$ cat config.mk
export PLATFORM = sky130hd
export DESIGN_NAME = fetch_unit_flat
export DESIGN_NICKNAME = d
export VERILOG_FILES = /design/src/rtl/fetch_unit_if.sv /design/src/rtl/fetch_unit.sv /design/src/flat_wrapper.sv
export SDC_FILE = /design/constraint.sdc
export NUM_CORES = 1
export LEC_CHECK = 0
export BUFFER_PORTS_ARGS = -buffer_cell sky130_fd_sc_hd__clkbuf_2
export CAP_MARGIN = 5
export CELL_PAD_IN_SITES_DETAIL_PLACEMENT = 2
export CELL_PAD_IN_SITES_GLOBAL_PLACEMENT = 2
export CORE_AREA = 2 2 128 155
export DETAILED_ROUTE_END_ITERATION = 10
export DIE_AREA = 0 0 130 157
export HOLD_SLACK_MARGIN = 0.15
export MAX_ROUTING_LAYER = met4
export PLACE_DENSITY = 0.79
export SYNTH_ARGS = -nofsm -noshare
export SYNTH_HDL_FRONTEND = slang
export SYNTH_SLANG_ARGS = --single-unit
$ cat constraint.sdc
create_clock -name clk -period 7.2 [get_ports clk]
set_input_delay 0.36 -clock clk [delete_from_list [all_inputs] [get_ports clk]]
set_output_delay 0.36 -clock clk [all_outputs]
set_load 0.02 [all_outputs]
$ cat src/rtl/fetch_unit_if.sv
// Fetch stage bus bundle: instruction-memory request/grant/response channel
// plus the valid/ready instruction channel toward decode.
interface fetch_unit_if;
   logic        imem_req;
   logic [31:0] imem_addr;
   logic        imem_gnt;
   logic        imem_rvalid;
   logic [31:0] imem_rdata;
   logic [31:0] Instr;
   logic [6:0]  Op;
   logic [31:0] PC;
   logic [31:0] PCPlus4;
   logic        instr_valid;
   logic        instr_ready;
   logic        PCSrc;
   logic [31:0] PCTarget;
   logic        flush;
   logic [31:0] flush_pc;

   modport master (
      output imem_req, imem_addr,
      input  imem_gnt, imem_rvalid, imem_rdata,
      output Instr, Op, PC, PCPlus4, instr_valid,
      input  instr_ready, PCSrc, PCTarget, flush, flush_pc
   );

   modport slave (
      input  imem_req, imem_addr,
      output imem_gnt, imem_rvalid, imem_rdata,
      input  Instr, Op, PC, PCPlus4, instr_valid,
      output instr_ready, PCSrc, PCTarget, flush, flush_pc
   );
endinterface

$ cat src/rtl/fetch_unit.sv
// Instruction fetch stage: one outstanding request to a variable-latency
// instruction memory, holds the fetched word for decode, applies redirects/flushes.
module fetch_unit #(
   parameter logic [31:0] RESET_PC  = 32'h0000_0000,
   parameter logic [31:0] NOP_INSTR = 32'h0000_0013
) (
   input  logic         clk,
   input  logic         rst,
   fetch_unit_if.master bus
);

   typedef enum logic [1:0] {S_REQ, S_WAIT, S_HOLD} state_t;

   state_t      state, state_n;
   logic [31:0] pc, pc_n, pc4, instr, instr_n;
   logic        kill, kill_n, valid, valid_n;

   always_ff @(posedge clk) begin
      if (rst) begin
         state <= S_REQ;
         pc    <= RESET_PC;
         pc4   <= RESET_PC + 32'd4;
         instr <= NOP_INSTR;
         kill  <= 1'b0;
         valid <= 1'b0;
      end else begin
         state <= state_n;
         pc    <= pc_n;
         pc4   <= pc_n + 32'd4;
         instr <= instr_n;
         kill  <= kill_n;
         valid <= valid_n;
      end
   end

   always_comb begin
      state_n = state;
      pc_n    = pc;
      instr_n = instr;
      kill_n  = kill;
      valid_n = valid;
      case (state)
         S_REQ: begin
            if (bus.flush) begin
               pc_n = bus.flush_pc & ~32'd3;
               // The granted request still returns data; it belongs to the old stream.
               if (bus.imem_gnt) begin
                  kill_n  = 1'b1;
                  state_n = S_WAIT;
               end
            end else if (bus.imem_gnt) begin
               state_n = S_WAIT;
            end
         end
         S_WAIT: begin
            if (bus.imem_rvalid) begin
               if (kill || bus.flush) begin
                  kill_n  = 1'b0;
                  state_n = S_REQ;
                  if (bus.flush) pc_n = bus.flush_pc & ~32'd3;
               end else begin
                  instr_n = bus.imem_rdata;
                  valid_n = 1'b1;
                  state_n = S_HOLD;
               end
            end else if (bus.flush) begin
               pc_n   = bus.flush_pc & ~32'd3;
               kill_n = 1'b1;
            end
         end
         S_HOLD: begin
            if (bus.flush) begin
               valid_n = 1'b0;
               instr_n = NOP_INSTR;
               pc_n    = bus.flush_pc & ~32'd3;
               state_n = S_REQ;
            end else if (bus.instr_ready) begin
               valid_n = 1'b0;
               instr_n = NOP_INSTR;
               pc_n    = bus.PCSrc ? (bus.PCTarget & ~32'd3) : pc4;
               state_n = S_REQ;
            end
         end
         default: state_n = S_REQ;
      endcase
   end

   assign bus.imem_req    = (state == S_REQ) && !rst;
   assign bus.imem_addr   = pc;
   assign bus.Instr       = instr;
   assign bus.Op          = instr[6:0];
   assign bus.PC          = pc;
   assign bus.PCPlus4     = pc4;
   assign bus.instr_valid = valid;

endmodule
$ cat src/flat_wrapper.sv
// flat-port wrapper written by rule: the top's interface ports become plain ports
module fetch_unit_flat 
#(
   parameter logic [31:0] RESET_PC  = 32'h0000_0000,
   parameter logic [31:0] NOP_INSTR = 32'h0000_0013
)
  (clk, rst, bus_imem_req, bus_imem_addr, bus_imem_gnt, bus_imem_rvalid, bus_imem_rdata, bus_Instr, bus_Op, bus_PC, bus_PCPlus4, bus_instr_valid, bus_instr_ready, bus_PCSrc, bus_PCTarget, bus_flush, bus_flush_pc);
  fetch_unit_if bus_i ();
  input  logic clk;
  input  logic rst;
  output wire logic [$bits(bus_i.imem_req)-1:0] bus_imem_req;
  output wire logic [$bits(bus_i.imem_addr)-1:0] bus_imem_addr;
  input wire logic [$bits(bus_i.imem_gnt)-1:0] bus_imem_gnt;
  input wire logic [$bits(bus_i.imem_rvalid)-1:0] bus_imem_rvalid;
  input wire logic [$bits(bus_i.imem_rdata)-1:0] bus_imem_rdata;
  output wire logic [$bits(bus_i.Instr)-1:0] bus_Instr;
  output wire logic [$bits(bus_i.Op)-1:0] bus_Op;
  output wire logic [$bits(bus_i.PC)-1:0] bus_PC;
  output wire logic [$bits(bus_i.PCPlus4)-1:0] bus_PCPlus4;
  output wire logic [$bits(bus_i.instr_valid)-1:0] bus_instr_valid;
  input wire logic [$bits(bus_i.instr_ready)-1:0] bus_instr_ready;
  input wire logic [$bits(bus_i.PCSrc)-1:0] bus_PCSrc;
  input wire logic [$bits(bus_i.PCTarget)-1:0] bus_PCTarget;
  input wire logic [$bits(bus_i.flush)-1:0] bus_flush;
  input wire logic [$bits(bus_i.flush_pc)-1:0] bus_flush_pc;
  assign bus_imem_req = bus_i.imem_req;
  assign bus_imem_addr = bus_i.imem_addr;
  assign bus_i.imem_gnt = bus_imem_gnt;
  assign bus_i.imem_rvalid = bus_imem_rvalid;
  assign bus_i.imem_rdata = bus_imem_rdata;
  assign bus_Instr = bus_i.Instr;
  assign bus_Op = bus_i.Op;
  assign bus_PC = bus_i.PC;
  assign bus_PCPlus4 = bus_i.PCPlus4;
  assign bus_instr_valid = bus_i.instr_valid;
  assign bus_i.instr_ready = bus_instr_ready;
  assign bus_i.PCSrc = bus_PCSrc;
  assign bus_i.PCTarget = bus_PCTarget;
  assign bus_i.flush = bus_flush;
  assign bus_i.flush_pc = bus_flush_pc;
  fetch_unit #(.RESET_PC(RESET_PC), .NOP_INSTR(NOP_INSTR)) u_core (.clk(clk), .rst(rst), .bus(bus_i));
endmodule
=== Yosys cells after proc, flatten, opt, wreduce, memory -nomap -nowiden ===
Cells that the tools add are included.

* Bits in registers: 100
* Input bits: 103
* Output and inout bits: 137
* Word-level logic and storage cells: 54

* $add $sub $neg: 1
* Equal/unequal tests: 9
* Multiplexer cells: 29
* Reductions and logical operators: 9

{| class="wikitable"
|+ Operators by type and width
! cell !! count
|-
| two-way mux 32 bit || 10
|-
| case mux 32 bit (3 select lines) || 1
|-
| case mux 32 bit (2 select lines) || 1
|-
| adder 32 x 3 -> 32 bit (second input constant) || 1
|-
| two-way mux 2 bit || 5
|-
| two-way mux 1 bit || 9
|-
| inequality test 2 bit (second input constant) || 4
|-
| inequality test 3 bit (second input constant) || 2
|-
| case mux 2 bit (3 select lines) || 1
|-
| AND reduction 5 bit || 1
|-
| case mux 1 bit (2 select lines) || 2
|-
| AND reduction 4 bit || 1
|-
| nonzero test 2 bit || 2
|-
| inequality test 3 x 2 -> 1 bit (second input constant) || 1
|-
| AND reduction 3 bit || 1
|-
| equality test 2 x 1 -> 1 bit (second input constant) || 1
|-
| equality test 2 bit (second input constant) || 1
|-
| zero test 2 bit || 1
|-
| logical AND 1 bit || 1
|-
| zero test 1 bit || 1
|-
| logical OR 1 bit || 1
|}

=== Longest topological paths before layout ===
Gate-level depths: netlist (run 1).

* Depth after elaboration: 5
* Mapped depth: 12
* Depth with buffers taken out: 8

=== Least setup slack after synthesis (run 1) ===
No wires, ideal clock.

* Path kind: input-to-reg
* Start: in bus_flush
* End: reg u_core.pc4[22] (netlist: u_core.bus.PCPlus4[22])
* Library setup time: 123 ps
* Data arrival time: 2,645 ps
* Data required time: 7,077 ps
* Slack: 4,432 ps
* Stages: 10
* Path buffers: 3
* Path through: buf_4 buf_2 buf_4 a22oi_1 a221oi_1 ha_1 and2_1 nand3_2 or4_1 mux2_1

* Word-level cells in the longest chain between the ends: 5
* Elaborated cells on any way between the ends: 7
* Those cells by class: 1 x add/sub; 5 x mux; 1 x reduce/logical

{| class="wikitable"
|+ Ends and longest elaborated chain
! item !! RTL line !! RTL
|-
| start: declaration || flat_wrapper.sv:24 || <nowiki>input wire logic [$bits(bus_i.flush)-1:0] bus_flush;</nowiki>
|-
| two-way mux 32 bit or logical OR 1 bit (tied branches) || -- ||
|-
| two-way mux 32 bit || fetch_unit.sv:57 || <nowiki>if (kill || bus.flush) begin</nowiki>
|-
| two-way mux 32 bit || fetch_unit.sv:56 || <nowiki>if (bus.imem_rvalid) begin</nowiki>
|-
| case mux 32 bit (3 select lines) (*) || fetch_unit.sv:42 || <nowiki>case (state)</nowiki>
|-
| net u_core.pc_n[2] || fetch_unit.sv:15 || <nowiki>logic [31:0] pc, pc_n, pc4, instr, instr_n;</nowiki>
|-
| adder 32 x 3 -> 32 bit (*) || fetch_unit.sv:29 || <nowiki>pc4 <= pc_n + 32'd4;</nowiki>
|-
| end signal: assignment || fetch_unit.sv:22 || <nowiki>pc4 <= RESET_PC + 32'd4;</nowiki>
|-
| end signal: assignment || fetch_unit.sv:29 ||
|-
| end: declaration || fetch_unit.sv:15 ||
|}

Mark *: on every way through the listed nets, which the timed path passes. The rest lies on a longest branch.
A chain may end at the register's enable or synchronous reset.

=== Worst setup path after layout (run 1) ===
* Start: reg u_core.state[0]
* End: reg u_core.pc4[22] (netlist: u_core.bus.PCPlus4[22])

* Word-level cells in the longest chain between the ends: 3
* Elaborated cells on any way between the ends: 5
* Those cells by class: 1 x add/sub; 2 x eq/ne; 1 x mux; 1 x reduce/logical

{| class="wikitable"
|+ Ends and longest elaborated chain
! item !! RTL line !! RTL
|-
| start: declaration || fetch_unit.sv:14 || <nowiki>state_t state, state_n;</nowiki>
|-
| start signal: assignment || fetch_unit.sv:27 || <nowiki>state <= state_n;</nowiki>
|-
| equality test 2 bit, or another cell as far along || fetch_unit.sv:42 ||
|-
| case mux 32 bit (3 select lines) (*) || fetch_unit.sv:42 ||
|-
| adder 32 x 3 -> 32 bit (*) || fetch_unit.sv:29 ||
|}

Every way passes the cells marked *; elsewhere a longest branch is shown, timed or not.

==> results.cfg, run 1 <==
[final_layout]
areaGrowthSynthToFinish_pct = 25.0
count_of_antenna_diodes_in_the_layout = 0
nNetsFinal = 847
final_cells = 1004
final_layout_size_suffix_gt1_frac = 0.413

[floorplanning]
row_count = 55
die_width_um = 130
coreArea_um2 = 18800
floorplan.initialDensity = 0.276
die-area_um2 = 20400
top_level_ports = 240
die_height_um = 157

[pwr]
power.internal_mw = 0.917
fin_total_pwr_mw = 1.35
power.net_switching_mw = 0.430
power.share.sequential = 0.441
ir_drop_uv = 102
p_leak_nw = 2.92
cell_pwr_density_nw_per_um2 = 208
p_comb_frac = 0.204
switching_power_share_of_the_total = 0.319
clockPowerShare = 0.356

[hold_path]
timing.hold.worst.start = bus_imem_rdata[1]
hold_path_cell_cnt = 3
worst_hold_path.endpoint = u_core.bus.Instr[1]$_SDFFE_PP1P_
class_of_the_tightest_hold_or_removal_check = primary input to register

[worst_setup_path]
worst_setup_start_kind = register
timing.reg2reg.setup_slack_ps = 2880
timing.critical_path.required_ps = 7440
path_class = register to register
cp_data_arrival_time_ps = 4560
startpoint_of_the_most_critical_register_to_register_path = u_core.state[0]$_SDFFE_PP0P_
cp_max_fo = 16
critPathCaptureType = register
rr_worst_depth = 7
capture_point_of_the_worst_reg_to_reg_path = u_core.bus.PCPlus4[22]$_SDFF_PP0_

[clock_tree]
tritoncts = built
insertion_delay_ps = 360
clock_sink_count = 98
quantity_of_hold_fixing_buffers_added_after_cts = 0
clock-root-buffer = sky130_fd_sc_hd__clkbuf_16
cts_made_buffers = 9
post_cts_buffers = 0
max-clock-path-buffers = 2
post_cts.resized_instances = 0
cts.reportedPaths.clkPinSlew_ps = 80
htree_num_levels = 3

[sta]
hold_violations = 0
period_share = 0.600
hold_ws_ps = 248
worst_pin_slew_ps = 1060
setup_total_negative_slack_ps = 0
final-setup-viol-count = 0
final.setup.worst_slack_ps = 2880
report.final.slew_viol_count = 0
layout_min_cycle_time_ps = 4320
max_clock_freq_mhz = 231
timing.slew.headroom = 0.292
finalClockSkew_ps = 6.43
rsz0062_at_grt = false

[outcome]
status = completed

[synth]
synthesis.area_per_instance_um2 = 9.06
post-synth-top-count-cell = sky130_fd_sc_hd__dfxtp_1
synth.cells.most_frequent = sky130_fd_sc_hd__dfxtp_1, sky130_fd_sc_hd__nor2_1, sky130_fd_sc_hd__buf_4
synth_cell_types = 61
yosys.area.top_type_share = 0.379
netlist.top_cell.by_area = sky130_fd_sc_hd__dfxtp_1
syn-cell-area_um2 = 5180
postSynth.topFlopCell = sky130_fd_sc_hd__dfxtp_1
syn-instance-count = 572
synthTopCellsByArea = sky130_fd_sc_hd__dfxtp_1, sky130_fd_sc_hd__buf_4, sky130_fd_sc_hd__mux2_2
synth_enable_flop_cells = 0
net_count_of_the_mapped_netlist = 676
ys_seq_area_frac = 0.379
ys_warn_count = 0
ys_async_sr_fraction = 0
postSynthRegisterBits = 98

[route]
drt_wl_total_um = 18800
detail_route.iter0.violations = 210
drtPass1Iterations = 6
num_vias = 5008
vias_per_cell = 4.99
post-route-drc-count = 0
post_route_ant_nets = 0
routedWlPerCell_um = 18.7

[placement]
placed_cells_incl_taps = 988
port_buffers = 235
globalplace.congestion = 0.757
hpwl_detailed_um = 13900
pre_cts_slack_ps = 2740

[global_route]
grt_antenna_before_repair = 0
grt_util_all_layers = 0.190
total_congestion_overflow = 0
vias_in_the_first_global_route = 5259
grt_pass1_wl_um = 29000
grt_start_max_net_pins = 80

[run]
max-cap-violations = 0
==> registers in the layout (all words and copies together) (netlist names), named ones only <==
register                count
u_core.bus.Instr           32
u_core.bus.PCPlus4         30
u_core.kill                 1
u_core.bus.PC              30
u_core.bus.instr_valid      1
u_core.state                2
==> how the worst max path moves through the flow <==
| stage | from | endpoint | slack, ps |
|---|---|---|---|
| 2_1_floorplan | bus_flush | u_core.bus.PCPlus4[22]$_SDFF_PP0_ | 4430 |
| 3_3_place_gp | bus_flush | u_core.bus.PCPlus4[22]$_SDFF_PP0_ | 2870 |
| 3_5_place_dp | bus_flush | u_core.bus.PCPlus4[22]$_SDFF_PP0_ | 2740 |
| 4_1_cts | u_core.state[0]$_SDFFE_PP0P_ | u_core.bus.PCPlus4[22]$_SDFF_PP0_ | 2830 |
| 5_1_grt | u_core.state[0]$_SDFFE_PP0P_ | u_core.bus.PCPlus4[22]$_SDFF_PP0_ | 2580 |
| 6_report | u_core.state[0]$_SDFFE_PP0P_ | u_core.bus.PCPlus4[22]$_SDFF_PP0_ | 2880 |
==> layer usage <==
metal | vias to the layer above | routed length, um | global-route usage
met4 | 0 | 240 | 0.0533
met1 | 2470 | 7850 | 0.226
met5 | - | 0 | -
met2 | 154 | 9510 | 0.320
li1 | 2371 | - | -
met3 | 13 | 1200 | 0.0432
==> cells by family after synthesis <==
kind of cell | synth area share
AO/OA/AOI/OAI | 0.183
XOR/XNOR | 0.0169
adder cells (fa/ha/maj) | 0.00241
buffers and inverters | 0.113
flip-flops | 0.379
multiplexers | 0.112
AND/OR/NAND/NOR | 0.194
==> worst max-delay path, cell delays in order (launching register included) <==
cell	delay (ps)
sky130_fd_sc_hd__dfxtp_1	380
sky130_fd_sc_hd__nand2b_1	570
sky130_fd_sc_hd__nor2_1	1000
sky130_fd_sc_hd__a222oi_1	450
sky130_fd_sc_hd__nor4_4	500
sky130_fd_sc_hd__nand3_2	360
sky130_fd_sc_hd__or4_1	610
sky130_fd_sc_hd__mux2_1	340
==> placed cells by master, fill, tap and decap left out, types with 6 or more instances in the layout <==
| cell type | synthesis | routed |
|---|---|---|
| sky130_fd_sc_hd__a221o_1 | 7 | 7 |
| sky130_fd_sc_hd__mux2i_1 | 14 | 14 |
| sky130_fd_sc_hd__nand2_1 | 18 | 18 |
| sky130_fd_sc_hd__clkbuf_2 | 0 | 234 |
| sky130_fd_sc_hd__a21oi_1 | 26 | 26 |
| sky130_fd_sc_hd__nor4_1 | 6 | 6 |
| sky130_fd_sc_hd__nor3b_1 | 7 | 7 |
| sky130_fd_sc_hd__buf_4 | 52 | 9 |
| sky130_fd_sc_hd__nand3_1 | 7 | 7 |
| sky130_fd_sc_hd__nor2_1 | 82 | 81 |
| sky130_fd_sc_hd__mux2_2 | 32 | 32 |
| sky130_fd_sc_hd__o22ai_1 | 10 | 10 |
| sky130_fd_sc_hd__nand2b_1 | 6 | 6 |
| sky130_fd_sc_hd__dfxtp_1 | 98 | 98 |
| sky130_fd_sc_hd__inv_1 | 7 | 7 |
| sky130_fd_sc_hd__a222oi_1 | 10 | 10 |
| sky130_fd_sc_hd__and2_1 | 19 | 19 |
| sky130_fd_sc_hd__mux2_1 | 7 | 7 |
| sky130_fd_sc_hd__a22oi_1 | 31 | 31 |
| sky130_fd_sc_hd__nor3_1 | 15 | 14 |
| sky130_fd_sc_hd__a21o_1 | 7 | 7 |
| sky130_fd_sc_hd__xnor2_1 | 9 | 9 |
| sky130_fd_sc_hd__clkbuf_16 | 0 | 9 |
==> power groups by stage <==
stage / registers [mW] / clock network [mW] / logic, mW
2_1_floorplan: 0.633 / 0 / 0.161
3_3_place_gp: 0.606 / 0 / 0.272
3_5_place_dp: 0.607 / 0 / 0.278
4_1_cts: 0.595 / 0.496 / 0.280
5_1_grt: 0.599 / 0.519 / 0.300
6_report: 0.594 / 0.479 / 0.275
==> cell type report <==
type / count / area (um^2)
fillers: 2189 / 12300
multi-input cells: 383 / 2640
flip-flops and latches: 98 / 1960
repair buffers: 244 / 1240
well taps: 256 / 320
clock buffers: 9 / 225
clock inverters: 7 / 58.8
inverters: 7 / 26.3
==> through the flow <==
| stage | utilization | area (um^2) |
|---|---|---|
| 4_1_cts | 0.345 | 6480 |
| 5_1_grt | 0.345 | 6480 |
| 6_report | 0.345 | 6480 |
| 3_5_place_dp | 0.330 | 6190 |
| 2_1_floorplan | - | 5180 |
| 3_3_place_gp | 0.330 | 6190 |
(Power assumes the default switching activity.)
==> inputs of run 2 (changes only) <==
--- a/config.mk
+++ b/config.mk
@@ -9,12 +9,12 @@
 export CAP_MARGIN = 5
 export CELL_PAD_IN_SITES_DETAIL_PLACEMENT = 2
 export CELL_PAD_IN_SITES_GLOBAL_PLACEMENT = 2
-export CORE_AREA = 2 2 128 155
+export CORE_AREA = 2 2 138 166
 export DETAILED_ROUTE_END_ITERATION = 10
-export DIE_AREA = 0 0 130 157
+export DIE_AREA = 0 0 140 168
 export HOLD_SLACK_MARGIN = 0.15
 export MAX_ROUTING_LAYER = met4
-export PLACE_DENSITY = 0.79
+export PLACE_DENSITY = 0.72
 export SYNTH_ARGS = -nofsm -noshare
 export SYNTH_HDL_FRONTEND = slang
 export SYNTH_SLANG_ARGS = --single-unit
==> constraint.sdc (replaced) <==
create_clock -name clk -period 3.7 [get_ports clk]
set_input_delay 0.185 -clock clk [delete_from_list [all_inputs] [get_ports clk]]
set_output_delay 0.185 -clock clk [all_outputs]
set_load 0.02 [all_outputs]
==> run 2 against run 1 <==
Via count is 4.2% higher. Critical endpoint unchanged. The run now ends with DRC left. Routed wire length is 8.4% higher. Clock-buffer cell count unchanged. Non-clock buffer count increased by 49. Register-to-register slack lost 2400 ps. Largest power group unchanged. Core utilization shrank 3.0 points. Cell count up 7.7%. Sequential power rose by 95%. Critical path type unchanged. Maximum frequency increased by 33%. Sequential share of layout area fell by 2.2 points. Die area grew 15%.
==> results.cfg, run 2 (same netlist as run 1, synthesis figures left out) <==
[floorplanning]
floorplan.initialDensity = 0.234
top_level_ports = 240
die_height_um = 168
die-area_um2 = 23500
die_width_um = 140
row_count = 60
coreArea_um2 = 22100

[worst_setup_path]
cp_top_family = simple AND/OR/NAND/NOR gates
path_class = register to register
critical_path.slowest_cell = sky130_fd_sc_hd__or4_1
crit_chain = buf_4 -> nand2b_1 -> buf_4 -> nor2_1 -> a222oi_1 -> buf_4 -> nor4_4 -> nand3_2 -> or4_1 -> mux2_1
timing.critical_path.required_ps = 3940
timing.reg2reg.setup_slack_ps = 460
worst_setup_start_kind = register
critPathCaptureType = register
critPathMaxStageDelay_ps = 600
buffers_plus_inverters_on_the_worst_setup_path = 3
cp_max_fo = 14
cp_data_arrival_time_ps = 3480
rr_worst_depth = 10
worst_path_most_repeated_cell = sky130_fd_sc_hd__buf_4
capture_point_of_the_worst_reg_to_reg_path = u_core.bus.PCPlus4[22]$_SDFF_PP0_
startpoint_of_the_most_critical_register_to_register_path = u_core.state[0]$_SDFFE_PP0P_

[clock_tree]
max-clock-path-buffers = 2
clock_sink_count = 98
cts.reportedPaths.clkPinSlew_ps = 80
tritoncts = built
clock-root-buffer = sky130_fd_sc_hd__clkbuf_16
insertion_delay_ps = 360
htree_num_levels = 3
post_cts.resized_instances = 0
cts_made_buffers = 9

[pwr]
ir_drop_uv = 206
cell_pwr_density_nw_per_um2 = 386
p_leak_nw = 3.14

[global_route]
grt_util_all_layers = 0.178
grt_pass1_wl_um = 31700
total_congestion_overflow = 0
grt_start_max_net_pins = 45
vias_in_the_first_global_route = 5619
grt_antenna_before_repair = 5

[placement]
globalplace.congestion = 0.766
port_buffers = 235
pre_cts_slack_ps = 475
hpwl_detailed_um = 14800

[sta]
setup_total_negative_slack_ps = 0
hold_violations = 0
layout_min_cycle_time_ps = 3240
timing.slew.headroom = 0.460
max_clock_freq_mhz = 309
period_share = 0.876
final-setup-viol-count = 0
finalClockSkew_ps = 8.06
report.final.slew_viol_count = 0
hold_ws_ps = 164
worst_pin_slew_ps = 810
rsz0062_at_grt = false
final.setup.worst_slack_ps = 460

[final_layout]
final_layout_size_suffix_gt1_frac = 0.409
layout_commonest_cell = sky130_fd_sc_hd__clkbuf_2
largest_reg_flops = 32
multiInputGateArea_um2 = 2640
fillerInstances = 2542
nNetsFinal = 896
ff_latch_area_um2 = 1960
final_cell_mix = sky130_fd_sc_hd__clkbuf_2, sky130_fd_sc_hd__dfxtp_1, sky130_fd_sc_hd__nor2_1
areaGrowthSynthToFinish_pct = 34.7

[route]
drtPass1Iterations = 11
post-route-drc-count = 13
detail_route.iter0.violations = 256
post_route_ant_nets = 0
drt_wl_total_um = 20400
num_vias = 5219
vias_per_cell = 4.83
routedWlPerCell_um = 18.9

[hold_path]
hold_path_cell_cnt = 3
timing.hold.worst.start = bus_imem_gnt
class_of_the_tightest_hold_or_removal_check = primary input to register
worst_hold_path.endpoint = u_core.state[0]$_SDFFE_PP0P_

[run]
max-cap-violations = 0

[outcome]
violations = DRC
status = finished, violations left
-- run 2: cell count changes in the layout (fill, tap and decap cells not counted), sizes merged --
cell / previous run / this run
dlygate4sd3: 0 / 32
buf: 10 / 27
diode: 0 / 5
clkinvlp: 1 / 2
inv: 11 / 10
-- run 2: report_power, final --
part	internal [mW]	leakage, nW	switching (mW)
clock network	0.470	0.135	0.488
logic	0.241	2.20	0.340
registers	1.11	0.804	0.0489
total	1.82	3.14	0.877
-- run 2: metrics by stage --
stage / cells / utilization / cell area [um^2] / power, mW
4_1_cts: 1076 / 0.315 / 6970 / 2.73
3_5_place_dp: 1028 / 0.287 / 6360 / 1.74
6_report: 1081 / 0.315 / 6980 / 2.70
3_3_place_gp: 1028 / 0.287 / 6360 / 1.73
5_1_grt: 1081 / 0.315 / 6980 / 2.83
2_1_floorplan: 572 / - / 5180 / 1.54
-- run 2: repair_timing --
| item | in CTS | in global routing |
|---|---|---|
| endpoints found under the hold margin | 32 | 0 |
| hold buffers | 32 | 0 |
| setup buffers | 0 | 0 |
-- run 2: how the worst max path moves through the flow --
stage                     slack (ps)  cells after the start                                end                    startpoint
after floorplan                 1010                     11  u_core.bus.PCPlus4[22]$_SDFF_PP0_  u_core.state[0]$_SDFFE_PP0P_
after global placement           540                      9  u_core.bus.PCPlus4[22]$_SDFF_PP0_               bus_instr_ready
after detailed placement         480                      9  u_core.bus.PCPlus4[22]$_SDFF_PP0_               bus_instr_ready
after CTS                        460                     10  u_core.bus.PCPlus4[22]$_SDFF_PP0_  u_core.state[0]$_SDFFE_PP0P_
after global routing             270                     10  u_core.bus.PCPlus4[22]$_SDFF_PP0_  u_core.state[0]$_SDFFE_PP0P_
final                            460                     10  u_core.bus.PCPlus4[22]$_SDFF_PP0_  u_core.state[0]$_SDFFE_PP0P_
-- run 2: layout make-up --
| type | count | share of cell area |
|---|---|---|
| Antenna cell | 5 | 0.00179 |
| Multi-Input combinational cell | 383 | 0.378 |
| Tap cell | 279 | 0.0500 |
| Inverter | 7 | 0.00376 |
| Clock buffer | 9 | 0.0323 |
| Timing Repair Buffer | 293 | 0.244 |
| Sequential cell | 98 | 0.281 |
| Clock inverter | 7 | 0.00878 |
-- run 2: per-layer routing --
metal,vias to the layer above,global-route usage,wire length [um]
met5,-,-,0
met1,2581,0.205,8670
met4,0,0.0531,284
li1,2482,-,-
met3,16,0.0407,1070
met2,140,0.308,10400
-- run 2: tightest hold or removal path, delay by kind of cell --
family / cells / cell delay, ps
and+or+nand+nor: 1 / 130
buffers and inverters: 1 / 90
muxes: 1 / 80
==> inputs of run 3 (changes only) <==
==> constraint.sdc (replaced) <==
create_clock -name clk -period 3.7 [get_ports clk]
set_input_delay 0.37 -clock clk [delete_from_list [all_inputs] [get_ports clk]]
set_output_delay 0.37 -clock clk [all_outputs]
set_load 0.02 [all_outputs]
==> run 3 against run 2 <==
Largest power group unchanged. Flip-flop and latch count unchanged. Highest routed layer unchanged. Clock skew rose by 0.50 ps. The run still ends with DRC left. Sequential power barely moved. Non-clock buffer count decreased by 28. Routed wire length shrank 4.9%.
==> results.cfg, run 3 (same netlist as run 1, synthesis figures left out) <==
[global_route]
grt_pass1_wl_um = 30400
total_congestion_overflow = 0
grt_start_max_net_pins = 39
grt_antenna_before_repair = 4
grt_util_all_layers = 0.170
vias_in_the_first_global_route = 5430

[sta]
final.setup.worst_slack_ps = 279
max_clock_freq_mhz = 292
worst_pin_slew_ps = 807
setup_total_negative_slack_ps = 0
report.final.slew_viol_count = 0
rsz0062_at_grt = false
timing.slew.headroom = 0.462
layout_min_cycle_time_ps = 3420
period_share = 0.925
final-setup-viol-count = 0
hold_violations = 0
finalClockSkew_ps = 8.56

[pwr]
ir_drop_uv = 199
p_leak_nw = 3.04
fin_total_pwr_mw = 2.76
cell_pwr_density_nw_per_um2 = 411

[outcome]
status = finished, violations left
violations = DRC

[final_layout]
non_filler_cell_area_final_um2 = 6720
fillerInstances = 2554
utilization = 0.303
areaGrowthSynthToFinish_pct = 29.6
largest_reg_flops = 32
layout_commonest_cell = sky130_fd_sc_hd__clkbuf_2
nNetsFinal = 868
final_layout_size_suffix_gt1_frac = 0.429
final_cell_mix = sky130_fd_sc_hd__clkbuf_2, sky130_fd_sc_hd__dfxtp_1, sky130_fd_sc_hd__nor2_1

[clock_tree]
insertion_delay_ps = 350
max-clock-path-buffers = 2
post_cts.resized_instances = 0
htree_num_levels = 3
quantity_of_hold_fixing_buffers_added_after_cts = 0
tritoncts = built
cts_made_buffers = 9
clock_sink_count = 98
cts.reportedPaths.clkPinSlew_ps = 70
post_cts_buffers = 0
clock-root-buffer = sky130_fd_sc_hd__clkbuf_16

[floorplanning]
top_level_ports = 240
die_height_um = 168
die-area_um2 = 23500
row_count = 60
floorplan.initialDensity = 0.234
die_width_um = 140
coreArea_um2 = 22100

[placement]
hpwl_detailed_um = 14800
place_area_um2 = 6380
port_buffers = 235
pre_cts_slack_ps = 310
globalplace.congestion = 0.771

[worst_setup_path]
startpoint_of_the_most_critical_register_to_register_path = u_core.state[1]$_SDFFE_PP0P_
worst_setup_start_kind = register
timing.critical_path.required_ps = 3940
cp_max_fo = 38
capture_point_of_the_worst_reg_to_reg_path = u_core.bus.PCPlus4[28]$_SDFF_PP0_
rr_worst_depth = 10
path_class = register to register
critPathCaptureType = register
cp_data_arrival_time_ps = 3660
timing.reg2reg.setup_slack_ps = 280

[route]
drtPass1Iterations = 11
drt_wl_total_um = 19400
vias_per_cell = 4.82
post-route-drc-count = 13
routedWlPerCell_um = 18.4
post_route_ant_nets = 0
detail_route.iter0.violations = 248
num_vias = 5067

[run]
max-cap-violations = 0

[hold_path]
worst_hold_path.endpoint = u_core.bus.Instr[17]$_SDFFE_PP0P_
hold_path_cell_cnt = 3
timing.hold.worst.start = bus_imem_rdata[17]
class_of_the_tightest_hold_or_removal_check = primary input to register
## run 3: final cells by class
type | instances | area (um^2) | share of cell area
antenna | 4 | 10.0 | 0.00149
multi-input combinational | 383 | 2640 | 0.393
sequential | 98 | 1960 | 0.292
timing repair buffer | 265 | 1400 | 0.209
inverter | 7 | 26.3 | 0.00391
clock buffer | 10 | 239 | 0.0356
tap | 279 | 349 | 0.0520
clock inverter | 6 | 90.1 | 0.0134
## run 3: through the flow
stage	hold WS, ps	std cells
floorplan	488	572
global placement	475	1032
detailed placement	481	1032
CTS	252	1048
global route	266	1052
finish	262	1052
## run 3: layer usage
layer	share of wire	wire, um	vias up	global-route usage
met1	0.43	8400	2489	0.206
met4	0.0099	192	0	0.0382
li1	-	-	2420	-
met5	0	0	-	-
met3	0.061	1180	9	0.0404
met2	0.50	9610	149	0.287
## run 3: how the worst max path moves through the flow
| stage | startpoint | to | slack (ps) | depth (start not counted) |
|---|---|---|---|---|
| after floorplan | bus_flush | u_core.bus.PCPlus4[22]$_SDFF_PP0_ | 920 | 10 |
| after global placement | u_core.state[1]$_SDFFE_PP0P_ | u_core.bus.PCPlus4[28]$_SDFF_PP0_ | 410 | 10 |
| after detailed placement | u_core.state[1]$_SDFFE_PP0P_ | u_core.bus.PCPlus4[28]$_SDFF_PP0_ | 310 | 10 |
| after CTS | u_core.state[1]$_SDFFE_PP0P_ | u_core.bus.PCPlus4[28]$_SDFF_PP0_ | 290 | 10 |
| after global routing | u_core.state[1]$_SDFFE_PP0P_ | u_core.bus.PCPlus4[28]$_SDFF_PP0_ | 50 | 9 |
| final | u_core.state[1]$_SDFFE_PP0P_ | u_core.bus.PCPlus4[28]$_SDFF_PP0_ | 280 | 10 |
## run 3: critical path, stage by stage (launching register included)
cell and delay, ps:
sky130_fd_sc_hd__dfxtp_1 340, sky130_fd_sc_hd__buf_4 390, sky130_fd_sc_hd__nand2_1 380, sky130_fd_sc_hd__nand2_1 390, sky130_fd_sc_hd__buf_4 240, sky130_fd_sc_hd__a222oi_1 80, sky130_fd_sc_hd__buf_4 170, sky130_fd_sc_hd__nor4_1 480
sky130_fd_sc_hd__nand2_1 160, sky130_fd_sc_hd__nor4b_2 310, sky130_fd_sc_hd__mux2_2 380
## run 3: power by group
group          switching [mW]  internal [mW]
clock                   0.438          0.613
sequential             0.0475           1.11
combinational           0.332          0.220
total                   0.817           1.94
